### src/rtl/autoconfig_zii_multi_if.sv
// CPU-side Zorro II bus bundle for the AutoConfig engine.
// The master drives strobes, address and write data; the slave returns the read nybble and its enable.
interface autoconfig_zii_multi_if;
   logic       AS_n;
   logic       DS_n;
   logic       RW_n;
   logic [7:0] A_HIGH;
   logic [5:0] A_LOW;
   logic [3:0] D_IN;
   logic [3:0] D_OUT;
   logic       D_OE;

   modport master (
      output AS_n, DS_n, RW_n, A_HIGH, A_LOW, D_IN,
      input  D_OUT, D_OE
   );

   modport slave (
      input  AS_n, DS_n, RW_n, A_HIGH, A_LOW, D_IN,
      output D_OUT, D_OE
   );
endinterface

### src/rtl/autoconfig_zii_multi.sv
// Zorro II AutoConfig engine for NUM_BOARDS logical boards sharing one slot.
// Boards are presented one at a time in the $E80000 window in index order,
// skipping disabled ones; each leaves the window on a $48 base write.
// Optional feature macro: AUTOCONFIG_SHUTUP_EN (enables $4C shut-up writes).
//
// state      | meaning
// -----------+-----------------------------------------------------------
// S_IDLE     | waiting for a decoded config-window access; BOARD_EN tracked
// S_ACCESS   | one-clock action slot: read data already driven, write applied
// S_WAIT_END | holding read data until AS_n returns high
module autoconfig_zii_multi #(
   parameter int                        NUM_BOARDS  = 2,
   parameter logic [15:0]               MANUF_ID    = 16'h0A1C,
   parameter logic [31:0]               SERIAL      = 32'h0000_0001,
   parameter logic [8*NUM_BOARDS-1:0]   PRODUCT_IDS = {8'h02, 8'h01},
   parameter logic [3*NUM_BOARDS-1:0]   SIZE_CODES  = {3'd0, 3'd0},
   parameter logic [NUM_BOARDS-1:0]     MEMLIST     = 2'b01,
   parameter logic [NUM_BOARDS-1:0]     ROMVEC      = 2'b10
) (
   input  logic                        C7M,
   input  logic                        RESET,
   input  logic [NUM_BOARDS-1:0]       BOARD_EN,
   input  logic                        CFGIN_n,
   autoconfig_zii_multi_if.slave       bus,
   output logic [8*NUM_BOARDS-1:0]     BASE,
   output logic [NUM_BOARDS-1:0]       CONFIGURED_n,
   output logic                        CFGOUT_n
);

   typedef enum logic [1:0] {
      S_IDLE     = 2'd0,
      S_ACCESS   = 2'd1,
      S_WAIT_END = 2'd2
   } state_t;

   // Register offsets in A[6:1] units ($48 -> 6'h24 etc.)
   localparam logic [5:0] OFS_BASE_HI = 6'h24;
   localparam logic [5:0] OFS_BASE_LO = 6'h25;
   localparam logic [5:0] OFS_SHUTUP  = 6'h26;

   state_t                    state_q, state_d;
   logic                      as_q, as_prev_q, ds_q;
   logic                      armed_q, armed_d;
   logic [NUM_BOARDS-1:0]     en_q, en_d;
   logic [NUM_BOARDS-1:0]     cfg_n_q, cfg_n_d;
   logic [NUM_BOARDS-1:0]     shut_q, shut_d;
   logic [8*NUM_BOARDS-1:0]   base_q, base_d;
   logic [3:0]                pend_lo_q, pend_lo_d;
   logic [3:0]                d_out_q, d_out_d;
   logic                      d_oe_q, d_oe_d;
   logic                      wr_q, wr_d;
   logic [5:0]                wa_q, wa_d;
   logic [3:0]                wd_q, wd_d;
   logic                      cfgout_q, cfgout_d;

   logic [NUM_BOARDS-1:0]     pending;
   logic                      done;
   logic [2:0]                cur_idx;
   logic [7:0]                cur_prod;
   logic [2:0]                cur_size;
   logic                      cur_ml;
   logic                      cur_rv;
   logic                      as_start;
   logic                      hit;
   logic [3:0]                rom_nyb;

   // A board still needs the window if it is enabled and neither configured nor shut up.
   assign pending  = en_q & cfg_n_q & ~shut_q;
   assign done     = ~|pending;
   assign as_start = as_prev_q & ~as_q;
   assign hit      = (bus.A_HIGH == 8'hE8) & ~CFGIN_n & ~done;

   // Current board = lowest-index pending board.
   always_comb begin
      cur_idx = '0;
      for (int i = NUM_BOARDS - 1; i >= 0; i--) begin
         if (pending[i]) cur_idx = 3'(i);
      end
   end

   // Per-board ROM attributes of the current board.
   always_comb begin
      cur_prod = '0;
      cur_size = '0;
      cur_ml   = 1'b0;
      cur_rv   = 1'b0;
      for (int i = 0; i < NUM_BOARDS; i++) begin
         if (3'(i) == cur_idx) begin
            cur_prod = PRODUCT_IDS[i*8 +: 8];
            cur_size = SIZE_CODES[i*3 +: 3];
            cur_ml   = MEMLIST[i];
            cur_rv   = ROMVEC[i];
         end
      end
   end

   // Config ROM nybble for the live address; everything beyond $02 is stored inverted.
   always_comb begin
      rom_nyb = 4'hF;
      case (bus.A_LOW)
         6'h00:   rom_nyb = {2'b11, cur_ml, cur_rv};
         6'h01:   rom_nyb = {1'b0, cur_size};
         6'h02:   rom_nyb = ~cur_prod[7:4];
         6'h03:   rom_nyb = ~cur_prod[3:0];
         6'h08:   rom_nyb = ~MANUF_ID[15:12];
         6'h09:   rom_nyb = ~MANUF_ID[11:8];
         6'h0A:   rom_nyb = ~MANUF_ID[7:4];
         6'h0B:   rom_nyb = ~MANUF_ID[3:0];
         6'h0C:   rom_nyb = ~SERIAL[31:28];
         6'h0D:   rom_nyb = ~SERIAL[27:24];
         6'h0E:   rom_nyb = ~SERIAL[23:20];
         6'h0F:   rom_nyb = ~SERIAL[19:16];
         6'h10:   rom_nyb = ~SERIAL[15:12];
         6'h11:   rom_nyb = ~SERIAL[11:8];
         6'h12:   rom_nyb = ~SERIAL[7:4];
         6'h13:   rom_nyb = ~SERIAL[3:0];
         default: rom_nyb = 4'hF;
      endcase
   end

   // Next-state and action logic for the access FSM.
   always_comb begin
      state_d   = state_q;
      armed_d   = armed_q;
      en_d      = en_q;
      cfg_n_d   = cfg_n_q;
      shut_d    = shut_q;
      base_d    = base_q;
      pend_lo_d = pend_lo_q;
      d_out_d   = d_out_q;
      d_oe_d    = d_oe_q;
      wr_d      = wr_q;
      wa_d      = wa_q;
      wd_d      = wd_q;
      cfgout_d  = cfgout_q & ~done;

      // Remember that an AS cycle began, so a late DS still gets exactly one action.
      if (as_q)          armed_d = 1'b0;
      else if (as_start) armed_d = 1'b1;

      case (state_q)
         S_IDLE: begin
            en_d = BOARD_EN;
            if ((armed_q | as_start) & ~as_q & ~ds_q & hit) begin
               state_d = S_ACCESS;
               armed_d = 1'b0;
               if (bus.RW_n) begin
                  d_oe_d  = 1'b1;
                  d_out_d = rom_nyb;
               end else begin
                  wr_d = 1'b1;
                  wa_d = bus.A_LOW;
                  wd_d = bus.D_IN;
               end
            end
         end
         S_ACCESS: begin
            state_d = S_WAIT_END;
            wr_d    = 1'b0;
            if (wr_q) begin
               case (wa_q)
                  OFS_BASE_LO: pend_lo_d = wd_q;
                  OFS_BASE_HI: begin
                     for (int i = 0; i < NUM_BOARDS; i++) begin
                        if (3'(i) == cur_idx) begin
                           base_d[i*8 +: 8] = {wd_q, pend_lo_q};
                           cfg_n_d[i]       = 1'b0;
                        end
                     end
                     pend_lo_d = 4'h0;
                  end
`ifdef AUTOCONFIG_SHUTUP_EN
                  OFS_SHUTUP: begin
                     for (int i = 0; i < NUM_BOARDS; i++) begin
                        if (3'(i) == cur_idx) begin
                           base_d[i*8 +: 8] = 8'h00;
                           shut_d[i]        = 1'b1;
                        end
                     end
                     pend_lo_d = 4'h0;
                  end
`endif
                  default: ;
               endcase
            end
         end
         S_WAIT_END: begin
            if (as_q) begin
               state_d = S_IDLE;
               d_oe_d  = 1'b0;
            end
         end
         default: state_d = S_IDLE;
      endcase
   end

   // State and datapath registers; reset also captures the jumpers so done is valid at release.
   always_ff @(posedge C7M) begin
      if (RESET) begin
         state_q   <= S_IDLE;
         as_q      <= 1'b1;
         as_prev_q <= 1'b1;
         ds_q      <= 1'b1;
         armed_q   <= 1'b0;
         en_q      <= BOARD_EN;
         cfg_n_q   <= '1;
         shut_q    <= '0;
         base_q    <= '0;
         pend_lo_q <= 4'h0;
         d_out_q   <= 4'h0;
         d_oe_q    <= 1'b0;
         wr_q      <= 1'b0;
         wa_q      <= 6'h00;
         wd_q      <= 4'h0;
         cfgout_q  <= 1'b1;
      end else begin
         state_q   <= state_d;
         as_q      <= bus.AS_n;
         as_prev_q <= as_q;
         ds_q      <= bus.DS_n;
         armed_q   <= armed_d;
         en_q      <= en_d;
         cfg_n_q   <= cfg_n_d;
         shut_q    <= shut_d;
         base_q    <= base_d;
         pend_lo_q <= pend_lo_d;
         d_out_q   <= d_out_d;
         d_oe_q    <= d_oe_d;
         wr_q      <= wr_d;
         wa_q      <= wa_d;
         wd_q      <= wd_d;
         cfgout_q  <= cfgout_d;
      end
   end

   assign bus.D_OUT    = d_out_q;
   assign bus.D_OE     = d_oe_q;
   assign BASE         = base_q;
   assign CONFIGURED_n = cfg_n_q;
   assign CFGOUT_n     = cfgout_q;

endmodule

### src/flat_wrapper.sv
// flat-port wrapper written by rule: the top's interface ports become plain ports
module autoconfig_zii_multi_flat 
#(
   parameter int                        NUM_BOARDS  = 2,
   parameter logic [15:0]               MANUF_ID    = 16'h0A1C,
   parameter logic [31:0]               SERIAL      = 32'h0000_0001,
   parameter logic [8*NUM_BOARDS-1:0]   PRODUCT_IDS = {8'h02, 8'h01},
   parameter logic [3*NUM_BOARDS-1:0]   SIZE_CODES  = {3'd0, 3'd0},
   parameter logic [NUM_BOARDS-1:0]     MEMLIST     = 2'b01,
   parameter logic [NUM_BOARDS-1:0]     ROMVEC      = 2'b10
)
  (C7M, RESET, BOARD_EN, CFGIN_n, BASE, CONFIGURED_n, CFGOUT_n, bus_AS_n, bus_DS_n, bus_RW_n, bus_A_HIGH, bus_A_LOW, bus_D_IN, bus_D_OUT, bus_D_OE);
  autoconfig_zii_multi_if bus_i ();
  input  logic C7M;
  input  logic RESET;
  input  logic [NUM_BOARDS-1:0] BOARD_EN;
  input  logic CFGIN_n;
  output logic [8*NUM_BOARDS-1:0] BASE;
  output logic [NUM_BOARDS-1:0] CONFIGURED_n;
  output logic CFGOUT_n;
  input wire logic [$bits(bus_i.AS_n)-1:0] bus_AS_n;
  input wire logic [$bits(bus_i.DS_n)-1:0] bus_DS_n;
  input wire logic [$bits(bus_i.RW_n)-1:0] bus_RW_n;
  input wire logic [$bits(bus_i.A_HIGH)-1:0] bus_A_HIGH;
  input wire logic [$bits(bus_i.A_LOW)-1:0] bus_A_LOW;
  input wire logic [$bits(bus_i.D_IN)-1:0] bus_D_IN;
  output wire logic [$bits(bus_i.D_OUT)-1:0] bus_D_OUT;
  output wire logic [$bits(bus_i.D_OE)-1:0] bus_D_OE;
  assign bus_i.AS_n = bus_AS_n;
  assign bus_i.DS_n = bus_DS_n;
  assign bus_i.RW_n = bus_RW_n;
  assign bus_i.A_HIGH = bus_A_HIGH;
  assign bus_i.A_LOW = bus_A_LOW;
  assign bus_i.D_IN = bus_D_IN;
  assign bus_D_OUT = bus_i.D_OUT;
  assign bus_D_OE = bus_i.D_OE;
  autoconfig_zii_multi #(.NUM_BOARDS(NUM_BOARDS), .MANUF_ID(MANUF_ID), .SERIAL(SERIAL), .PRODUCT_IDS(PRODUCT_IDS), .SIZE_CODES(SIZE_CODES), .MEMLIST(MEMLIST), .ROMVEC(ROMVEC)) u_core (.C7M(C7M), .RESET(RESET), .BOARD_EN(BOARD_EN), .CFGIN_n(CFGIN_n), .bus(bus_i), .BASE(BASE), .CONFIGURED_n(CONFIGURED_n), .CFGOUT_n(CFGOUT_n));
endmodule
### config.mk
export PLATFORM = sky130hd
export DESIGN_NAME = autoconfig_zii_multi_flat
export DESIGN_NICKNAME = d
export VERILOG_FILES = /design/src/rtl/autoconfig_zii_multi_if.sv /design/src/rtl/autoconfig_zii_multi.sv /design/src/flat_wrapper.sv
export SDC_FILE = /design/constraint.sdc
export NUM_CORES = 1
export LEC_CHECK = 0
export BUFFER_PORTS_ARGS = -buffer_cell sky130_fd_sc_hd__buf_2
export CORE_MARGIN = 1
export CORE_UTILIZATION = 55
export CTS_CLUSTER_DIAMETER = 80
export CTS_CLUSTER_SIZE = 25
export DETAILED_ROUTE_END_ITERATION = 7
export PLACE_DENSITY = 0.82
export SYNTH_ARGS = -nofsm -noshare
export SYNTH_HDL_FRONTEND = slang
export SYNTH_SLANG_ARGS = --single-unit
### constraint.sdc
create_clock -name C7M -period 4 [get_ports C7M]
set_clock_uncertainty 0.15 [all_clocks]
set_input_delay 0.4 -clock C7M [delete_from_list [all_inputs] [get_ports C7M]]
set_output_delay 0.4 -clock C7M [all_outputs]
set_load 0.02 [all_outputs]
Yosys cells after proc, flatten, opt, wreduce, memory -nomap -nowiden --
Index checks and enable logic that the tools add are counted.
Cells by class: add/sub/neg operators 0, multipliers 0, div/mod/pow operators 0, order comparisons 0, equality and inequality tests 17, shift operators 0, mux-type cells 25, bitwise gates (word level) 15, reductions and logical operators 17
Operator list (count):
- $pmux 4 s7 | 1
- $eq 6x4->1 const B | 3
- $mux 1 | 14
- $eq 6x2->1 const B | 2
- $eq 6x6->1 const B | 2
- $reduce_and 3->1 | 4
- $reduce_and 4->1 | 3
- $eq 8x8->1 const B | 1
- $mux 2 | 4
- $mux 8 | 1
- $not 4->4 | 2
- $pmux 4 s2 | 1
- $reduce_bool 2->1 | 4
- $and 1x1->1 | 7
- $eq 6x1->1 const B | 1
- $eq 6x5->1 const B | 1
- $logic_not 6->1 | 1
- $pmux 2 s3 | 1
- $ne 2x1->1 const B | 2
- $ne 2x2->1 const B | 2
- $not 1->1 | 4
- $pmux 1 s2 | 2
- $reduce_or 2->1 | 2
- $eq 1x3->1 const A | 1
- 8 further kinds | 8
Word-level totals: register bits after elaboration 47, latch bits 0, RAM bits 0, memory bits (read-only) 0, output and inout bits 24, memories 0

Depth between registers and ports, before layout --
depth in word-level cells 8, gate-level depth with buffers 7, gate-level depth less buffers 4

Worst setup path after synthesis --
Ideal clock, no wire load.
path kind input to register, start input bus_A_HIGH[0], end register u_core.d_out_q[3] (netlist: u_core.bus.D_OUT[3]), setup time 131 ps, arrival time 1835 ps, data required time 3719 ps, slack 1884 ps, stages on the path 5, buffers on the path 1, cells stage by stage or4b_4 or4_4 buf_6 nor3_2 nor3_1
On the way: longest elaborated chain between the ends 5
Ends and longest elaborated chain:
- start, declared | RTL line flat_wrapper.sv:24 | input wire logic [$bits(bus_i.A_HIGH)-1:0] bus_A_HIGH;
- $eq 8x8->1 | RTL line autoconfig_zii_multi.sv:71 | assign hit = (bus.A_HIGH == 8'hE8) & ~CFGIN_n & ~done;
- $and 1x1->1 (2 in a row) | RTL line autoconfig_zii_multi.sv:71
- $and 1x1->1 | RTL line autoconfig_zii_multi.sv:144 | if ((armed_q | as_start) & ~as_q & ~ds_q & hit) begin
- $reduce_and 3->1 (no source line)
- end signal, assigned | RTL line autoconfig_zii_multi.sv:227 | d_out_q <= d_out_d;
- end, declared | RTL line autoconfig_zii_multi.sv:49 | logic [3:0] d_out_q, d_out_d;
No other way between the ends. A chain may end at the register's enable or synchronous reset.

Worst setup path after layout --
start register u_core.state_q[0], end register u_core.base_q[2] (netlist: u_core.BASE[2])
On the way: longest elaborated chain between the ends 2
Ends and longest elaborated chain:
- start, declared | RTL line autoconfig_zii_multi.sv:41 | state_t state_q, state_d;
- start signal, assigned | RTL line autoconfig_zii_multi.sv:217 | state_q <= state_d;
- $eq 2x1->1 | RTL line autoconfig_zii_multi.sv:141 | case (state_q)
- $reduce_and 4->1 (no source line)
- end signal, assigned | RTL line autoconfig_zii_multi.sv:225 | base_q <= base_d;
- end, declared | RTL line autoconfig_zii_multi.sv:47 | logic [8*NUM_BOARDS-1:0] base_q, base_d;
No other way between the ends.

==> out/qor.csv <==
metric,value,unit
synth warn,0,
number of remaining DRC errors,0,
Yosys reg bits,47,
Die ar.,3848,um2
post-CTS resize count,0,
Longest Clk Path Bufs,2,
Placed Instances,299,
Nets,286,
Initial Utilization,0.5847,
"Arr. time, crit path",2560,ps
cell area after synthesis,1982,um2
CTS buffer count,5,
CORE AREA,3390,um2
DP HPWL,3001,um
path category of the worst min-delay check,in2reg,
Worst Max-Slew Pin Slew,994.8,ps
WL final,4312,um
Synth Area in Compound Gates,0.2008,
max-capacitance violation count,0,
Synth Instances,221,
"Data required, critical path",4070,ps
CP Launch Type,flip-flop,
fillcell total,296,
Synth Area in XOR/XNOR,0.004419,
RSZ-0062 raised after global routing,no,
crit path time final,2491,ps
1st-iter DRT viols,84,
Yosys cell types,41,
crit end category,flip-flop,
Syn Nets,247,
Vias/cell,5.707,
outcome,"finished, final reports clean",
Total GRT Usage,0.2424,
fmax,401.5,MHz
Leak,0.8336,nW
CTS tree,built,
share of layout cells above drive strength 1,0.2452,
TritonCTS sink count,47,
grt met2 use,0.3617,
Area Overhead vs Synth,13.89,%
Rel. slew slack,0.3278,
Final Hold Fails,0,
GR Util met3,0.06418,
FP Rows,21,
setup TNS,0,ps
initial antenna violation count,0,
Clock transition at path regs,120,ps
Synth Area in Adders,0.005051,
ANT nets after route,0,
Finished Layout Cells,307,
DR vias,1752,
largest net degree at the start of global routing,47,
Multi-input gate area,935.9,um2
Die X,62.03,um
vias in the first global route,1443,
maximum vdd ir drop,0.2375,mV
Reg2Reg Depth,4,
DR WL/cell,14.05,um
Final setup viols,0,
sequential fraction of the synthesis area,0.4848,
fin crit share,0.6226,
drt pass-1 iters,4,
Clock Latency Late Sink,360,ps
H-Tree Depth,2,
busiest layer in global routing,met2,
die span in y,62.03,um
largest family of logic cells by synthesized area,simple AND/OR/NAND/NOR gates,
grt met1 use,0.3212,
WHS Path Cells,1,
I/O Buffers,49,
global-route wire length before repair,6624,um
GRT overflow,0,
Max Slew Vio Count,0,
antenna cells,0,
Syn Area/Cell,8.968,um2
Root Driver,clkbuf_4,
Post-Synth Simple-Gate Area,0.2620,
register area,960.9,um2
IO Count,50,
multiplexer share of the synthesized area,0,
critical path class,reg2reg,
pwr dens,327.5,nW/um2
Worst Path Max Fanout,9,
# Post-CTS Setup Buffers,0,
GP Congestion,0.8349,
Post-CTS Hold Fix Bufs,0,
[layout make-up]
type | count | area share
clock buffers | 7 | 0.01996
clock inverters | 1 | 0.002217
inverters | 2 | 0.003326
multi-input cells | 155 | 0.4146
flip-flops and latches | 47 | 0.4257
well taps | 46 | 0.02550
repair buffers | 49 | 0.1086
[report_power, final]
group          switching, mW  internal, mW  total, mW  leakage (nW)
Clock                  0.143        0.0687      0.212        0.0293
Sequential           0.00150         0.475      0.476         0.385
Combinational         0.0316        0.0192     0.0508         0.420
Total                  0.177         0.563      0.739         0.834
[cells by family (layout without fill, tap and decap cells)]
| kind of cell | Yosys count | after routing |
|---|---|---|
| adders and majority gates | 1 | 1 |
| xor gates and xnor gates | 1 | 1 |
| buffers and inverters | 19 | 59 |
| AOI/OAI and AO/OA | 71 | 71 |
| DFF | 47 | 47 |
| and+or+nand+nor | 82 | 82 |
[cells in the final DEF, fill, tap and decap left out, types with 2 or more instances in the layout]
cell,count
buf_2,49
dfxtp_1,45
a21oi_1,36
nand2_1,18
nand3_1,17
nand4b_1,15
o21ai_0,11
o21ai_1,9
nand2b_1,5
nor2_1,5
clkbuf_4,5
or2_2,4
o21bai_1,3
nor3_1,3
a211oi_1,3
and2_1,2
nor4bb_1,2
inv_1,2
and3_1,2
a21o_1,2
clkbuf_1,2
edfxtp_1,2
[cell usage after synthesis]
master,count,area share
or2_2,4,0.013
clkbuf_1,13,0.025
xnor2_1,1,0.0044
nand3b_1,1,0.0038
or4b_4,1,0.0069
nor3_1,3,0.0076
inv_1,2,0.0038
nand3_1,17,0.043
a311oi_1,1,0.0044
nor3_2,1,0.0051
and3_1,2,0.0063
a31oi_1,1,0.0032
o2111ai_1,1,0.0044
a22o_1,1,0.0044
and3b_1,1,0.0044
nor2_1,5,0.0095
nor4_4,1,0.011
or4_4,1,0.0057
edfxtp_1,2,0.030
and2_1,2,0.0063
or4_1,1,0.0038
or3b_2,1,0.0044
a211oi_1,3,0.011
nand2b_1,5,0.016
o21ai_1,9,0.023
a21oi_1,36,0.091
dfxtp_1,45,0.45
nand4b_1,15,0.066
buf_2,2,0.0051
nand2_1,18,0.034
o21ai_0,11,0.028
a211o_1,1,0.0044
o211ai_1,1,0.0038
maj3_1,1,0.0051
a21o_1,2,0.0076
o311ai_0,1,0.0044
buf_6,1,0.0057
nor4bb_1,2,0.010
o21bai_1,3,0.011
or4bb_1,1,0.0057
buf_4,1,0.0038
[state kept, by name, indices dropped and copies added, names as in the netlist]
name and flops:
u_core.wr_q 1, u_core.as_prev_q 1, u_core.armed_q 1, u_core.wa_q 6, u_core.BASE 16, u_core.CFGOUT_n 1, u_core.state_q 2, u_core.en_q 2
u_core.wd_q 4, u_core.ds_q 1, u_core.bus.D_OUT 4, u_core.CONFIGURED_n 2, u_core.bus.D_OE 1, u_core.as_q 1, u_core.pend_lo_q 4
[worst paths after layout]
kind                          start               to  slack, ps
setup reg to reg  u_core.state_q[0]   u_core.BASE[2]       1510
hold reg to reg     u_core.CFGOUT_n  u_core.CFGOUT_n        310
setup / recovery  u_core.state_q[0]   u_core.BASE[2]       1510
hold / removal          BOARD_EN[0]   u_core.en_q[0]         50
[layer usage]
metal  routed length (um)  part of all wire
met5                    0                 0
met4                   71             0.016
met3                  202             0.047
met2                 2024              0.47
met1                 2014              0.47
[per-stage QoR]
stage	worst slack, ps	power [mW]	hold slack, ps	area [um2]	util
after CTS	1503	0.7427	40.42	2257	0.6659
after global placement	1552	0.5362	281.0	2207	0.6512
after floorplan	1884	0.5165	295.4	1982	-
after global routing	1158	0.7654	36.56	2257	0.6659
final	1509	0.7392	53.33	2257	0.6659
after detailed placement	1528	0.5374	283.7	2207	0.6512
[critical path, cell delays in order (launching register included)]
cell	delay (ps)
dfxtp_1	420
nor4bb_1	880
o2111ai_1	610
nand2_1	210
a21oi_1	80
Note: power is estimated with default switching activity, not from simulation.
